`config.mk`:
```
export PLATFORM = sky130hd
export DESIGN_NAME = stall_fifo
export DESIGN_NICKNAME = d
export VERILOG_FILES = /design/src/rtl/stall_fifo.sv
export SDC_FILE = /design/constraint.sdc
export NUM_CORES = 1
export LEC_CHECK = 0
export ABC_CLOCK_PERIOD_IN_PS = 1300
export CAP_MARGIN = 20
export CORE_AREA = 4 4 41 43
export DETAILED_ROUTE_END_ITERATION = 6
export DIE_AREA = 0 0 45 47
export SYNTH_ARGS = -nofsm -noshare
export SYNTH_HDL_FRONTEND = slang
export SYNTH_SLANG_ARGS = --single-unit
```
`constraint.sdc`:
```
create_clock -name clk -period 1.3 [get_ports clk]
set_input_delay 0.26 -clock clk [delete_from_list [all_inputs] [get_ports clk]]
set_output_delay 0.26 -clock clk [all_outputs]
set_load 0.1 [all_outputs]
```
`src/rtl/stall_fifo.sv`:
```
// Stallable, flushable FIFO pipeline stage with registered storage.
// There is no bypass path, so data pushed into an empty buffer is
// presented one cycle later. ready_out depends only on local state,
// stall and flush, and never on ready_in.
module stall_fifo #(
   parameter int unsigned WIDTH = 1,
   parameter int unsigned DEPTH = 2,
   parameter int unsigned CNT_W = $clog2(DEPTH + 1)
) (
   input  logic             clk,
   input  logic             rst_n,
   input  logic             ready_in,
   input  logic             valid_in,
   input  logic             stall,
   input  logic             flush,
   input  logic [WIDTH-1:0] data_in,
   output logic             ready_out,
   output logic             valid_out,
   output logic [WIDTH-1:0] data_out,
   output logic [CNT_W-1:0] count,
   output logic             full,
   output logic             empty
);

   localparam int unsigned PTR_W = (DEPTH > 1) ? $clog2(DEPTH) : 1;
   localparam logic [CNT_W-1:0] DepthCnt = CNT_W'(DEPTH);
   localparam logic [PTR_W-1:0] LastPtr  = PTR_W'(DEPTH - 1);

   logic [WIDTH-1:0] mem_q [DEPTH];
   logic [PTR_W-1:0] wr_ptr_q, wr_ptr_d;
   logic [PTR_W-1:0] rd_ptr_q, rd_ptr_d;
   logic [CNT_W-1:0] count_q, count_d;
   logic             push, pop;

   // Handshake and status outputs, derived only from registered state and controls.
   always_comb begin
      full      = (count_q == DepthCnt);
      empty     = (count_q == '0);
      ready_out = !stall && !flush && !full;
      valid_out = !stall && !flush && !empty;
      push      = valid_in && ready_out;
      pop       = valid_out && ready_in;
      data_out  = mem_q[rd_ptr_q];
      count     = count_q;
   end

   // Next pointer and occupancy; flush wins over everything else.
   always_comb begin
      wr_ptr_d = wr_ptr_q;
      rd_ptr_d = rd_ptr_q;
      count_d  = count_q;
      if (flush) begin
         wr_ptr_d = '0;
         rd_ptr_d = '0;
         count_d  = '0;
      end else begin
         if (push) begin
            wr_ptr_d = (wr_ptr_q == LastPtr) ? '0 : wr_ptr_q + 1'b1;
         end
         if (pop) begin
            rd_ptr_d = (rd_ptr_q == LastPtr) ? '0 : rd_ptr_q + 1'b1;
         end
         unique case ({push, pop})
            2'b10:   count_d = count_q + 1'b1;
            2'b01:   count_d = count_q - 1'b1;
            default: count_d = count_q;
         endcase
      end
   end

   // Pointer and occupancy state.
   always_ff @(posedge clk or negedge rst_n) begin
      if (!rst_n) begin
         wr_ptr_q <= '0;
         rd_ptr_q <= '0;
         count_q  <= '0;
      end else begin
         wr_ptr_q <= wr_ptr_d;
         rd_ptr_q <= rd_ptr_d;
         count_q  <= count_d;
      end
   end

   // Storage; cleared on reset so data_out reads zero while empty after reset.
   always_ff @(posedge clk or negedge rst_n) begin
      if (!rst_n) begin
         for (int i = 0; i < DEPTH; i++) begin
            mem_q[i] <= '0;
         end
      end else if (push && !flush) begin
         mem_q[wr_ptr_q] <= data_in;
      end
   end

endmodule

```
==> reports/metrics.csv <==
metric;value;unit
status;finished with violations;
violations;setup timing;
critPathMaxStageDelay;0.46;ns
rsz0062_at_grt;true;
synth_top_area_cell;dfrtp_1;
fin_tns_setup;-1.60;ns
die_y;47;um
dp_hpwl;837;um
routedWlPerCell;13.9;um
yosysSeqAreaShare;41.2;%
grt-ovfl-total;0;
layout_common_cells;buf_12 (7), buf_4 (7), clkdlybuf4s50_1 (6);
route.vias.total;388;
root_buffer;clkbuf_4;
clkPwrFrac;24.6;%
final_max_slew_viol_count;0;
synth_area_per_cell;10.1;um^2
crit_path_cell_trace;nor2b_4 -> buf_6 -> nor3_4 -> buf_12;
drc;0;
cts.sinks;6;
yosys-top-cells-area;dfrtp_1 (41%), mux2_2 (6.2%), a21oi_1 (4.1%);
end_kind;output port;
layout-drive-gt1-share;57.1;%
skew;0.0101;ns
die_area;2120;um^2
cts_buffer_depth;2;
internal-power;0.484;mW
synthCells;36;
pwr_density_cell;991;nW/um^2
cp_top_family;flip-flops;
fin_crit;1.57;ns
synth_area;364;um^2
dr.pass1.iters;4;
grt.total_usage;13.6;%
fp.dieW;45;um
clock.fmax;637;MHz
tightest_slew;0.284;ns
comb_power_share;45.7;%
grt_pass1_wl;1950;um
clk_pin_slew;0.05;ns
grt_pass1_vias;440;
path_max_fanout;5;
areaGrowthSynthToFinish;111;%
core_area;1300;um^2
vias_per_cell;4.97;
synth.net_count;43;
synth_cell_type_count;21;
drt_iter0_markers;3;
synth_seq_cells;6;
grt_max_degree;9;
io_buffers;13;
p_sw;0.279;mW
start_kind;flop;
setup_viol;12;
leakage;0.329;nW
hold_viol_final;0;
finalWorstSetupSlack;-0.270;ns
cap_viol_max_count;0;
cts_hold_buf;0;
p_seq_share;29.6;%
worstReg2RegStart;count[1];
cts_tree;yes;
clock_latency;0.25;ns
crit_slowest_cell;dfrtp_4;
worstSetupPathType;reg2out;
final_nets;71;
ioPinCount;14;
num_antenna_cells;0;
arrival;1.31;ns
ys_warn_count;0;
crit_buf_inv;2;
h-tree-depth;1;
initial_core_util;28.0;%
swShare;36.5;%
antenna_found_initial;0;
synth_top_area_share;41.2;%
place_congestion;0.759;
routed_wl;1090;um
pre_cts_ws;-0.455;ns
rows;13;
power.total;0.763;mW
ant_nets;0;
max_slew_margin;80.8;%
crit_path_start;count[1];
ir_worst_vdd;0.517;mV
fin_hold_ws;0.245;ns
hold_class;in2async;
cts_made_buffers;3;
crit_required;1.04;ns
period_share;121;%
-- cell families after synthesis --
kind of cell	after synthesis	share of synthesized area (%)
compound gates	7	11.7
flops	6	41.2
simple gates	15	28.2
mux	4	13.1
xor+xnor	1	2.41
buf+inv	3	3.44
-- synthesized netlist by cell type --
| cell type | count |
|---|---|
| a21oi_1 | 3 |
| clkbuf_2 | 1 |
| xnor2_1 | 1 |
| mux2i_1 | 1 |
| nor2_1 | 3 |
| nor3_1 | 2 |
| mux2_4 | 1 |
| mux2_2 | 2 |
| o32ai_1 | 1 |
| nand2_1 | 2 |
| dfrtp_1 | 6 |
| and4b_1 | 1 |
| nand2b_1 | 1 |
| or2b_1 | 1 |
| nor2b_4 | 1 |
| o21ai_0 | 2 |
| nor4bb_1 | 1 |
| or4b_4 | 1 |
| inv_1 | 2 |
| or3_1 | 2 |
| o311ai_0 | 1 |
-- power by group through the flow --
stage	clock network (mW)	logic [mW]	registers, mW
floorplan	0	0.168	0.247
global placement	0	0.316	0.227
detailed placement	0	0.319	0.228
CTS	0.194	0.347	0.226
global route	0.201	0.365	0.230
finish	0.188	0.349	0.226
-- layer usage --
layer	vias to the layer above	track usage (%)	wire, um
met1	186	16.6	443
li1	188	-	-
met4	0	11.7	22
met3	2	1.92	60
met5	-	0	0
met2	12	21.2	559
-- worst register-to-register path: stages (launching register included) --
cell and delay [ns]:
dfrtp_4 0.46, nor2b_4 0.14, or4b_4 0.49, mux2_4 0.30
-- worst paths after layout --
path	cells after the start	slack (ns)	endpoint
max	4	-0.27	ready_out
min	1	0.24	count[0]
max reg2reg	3	-0.22	mem_q[1]
min reg2reg	1	0.52	mem_q[0]
max in group asynchronous	1	0.82	count[1]
min in group clk	1	0.52	mem_q[0]
-- state kept, by name, summed over array words and instances, names as in the netlist --
| name | flops |
|---|---|
| wr_ptr_q | 1 |
| mem_q | 2 |
| rd_ptr_q | 1 |
| count | 2 |
-- what timing repair did --
item | 4_1_cts | 5_1_grt
resized for setup | 8 | 3
cloned | 0 | 0
hold endpoints to repair | 0 | 0
buffers inserted | 4 | 0
pin swaps | 2 | 6
setup endpoints to repair | 11 | 13
-- per-stage QoR --
stage | cell area (um^2) | instances | util, %
floorplan | 402 | 36 | -
global placement | 668 | 70 | 51.3
detailed placement | 668 | 70 | 51.3
CTS | 758 | 78 | 58.3
global route | 769 | 78 | 59.1
finish | 769 | 78 | 59.1
-- layout make-up --
class | instances | area, um^2
fill | 120 | 532
timing repair buffer | 24 | 298
multi-input combinational | 27 | 262
sequential | 6 | 158
clock buffer | 4 | 26.3
tap | 15 | 18.8
inverter | 2 | 7.51
(Power assumes the default switching activity.)
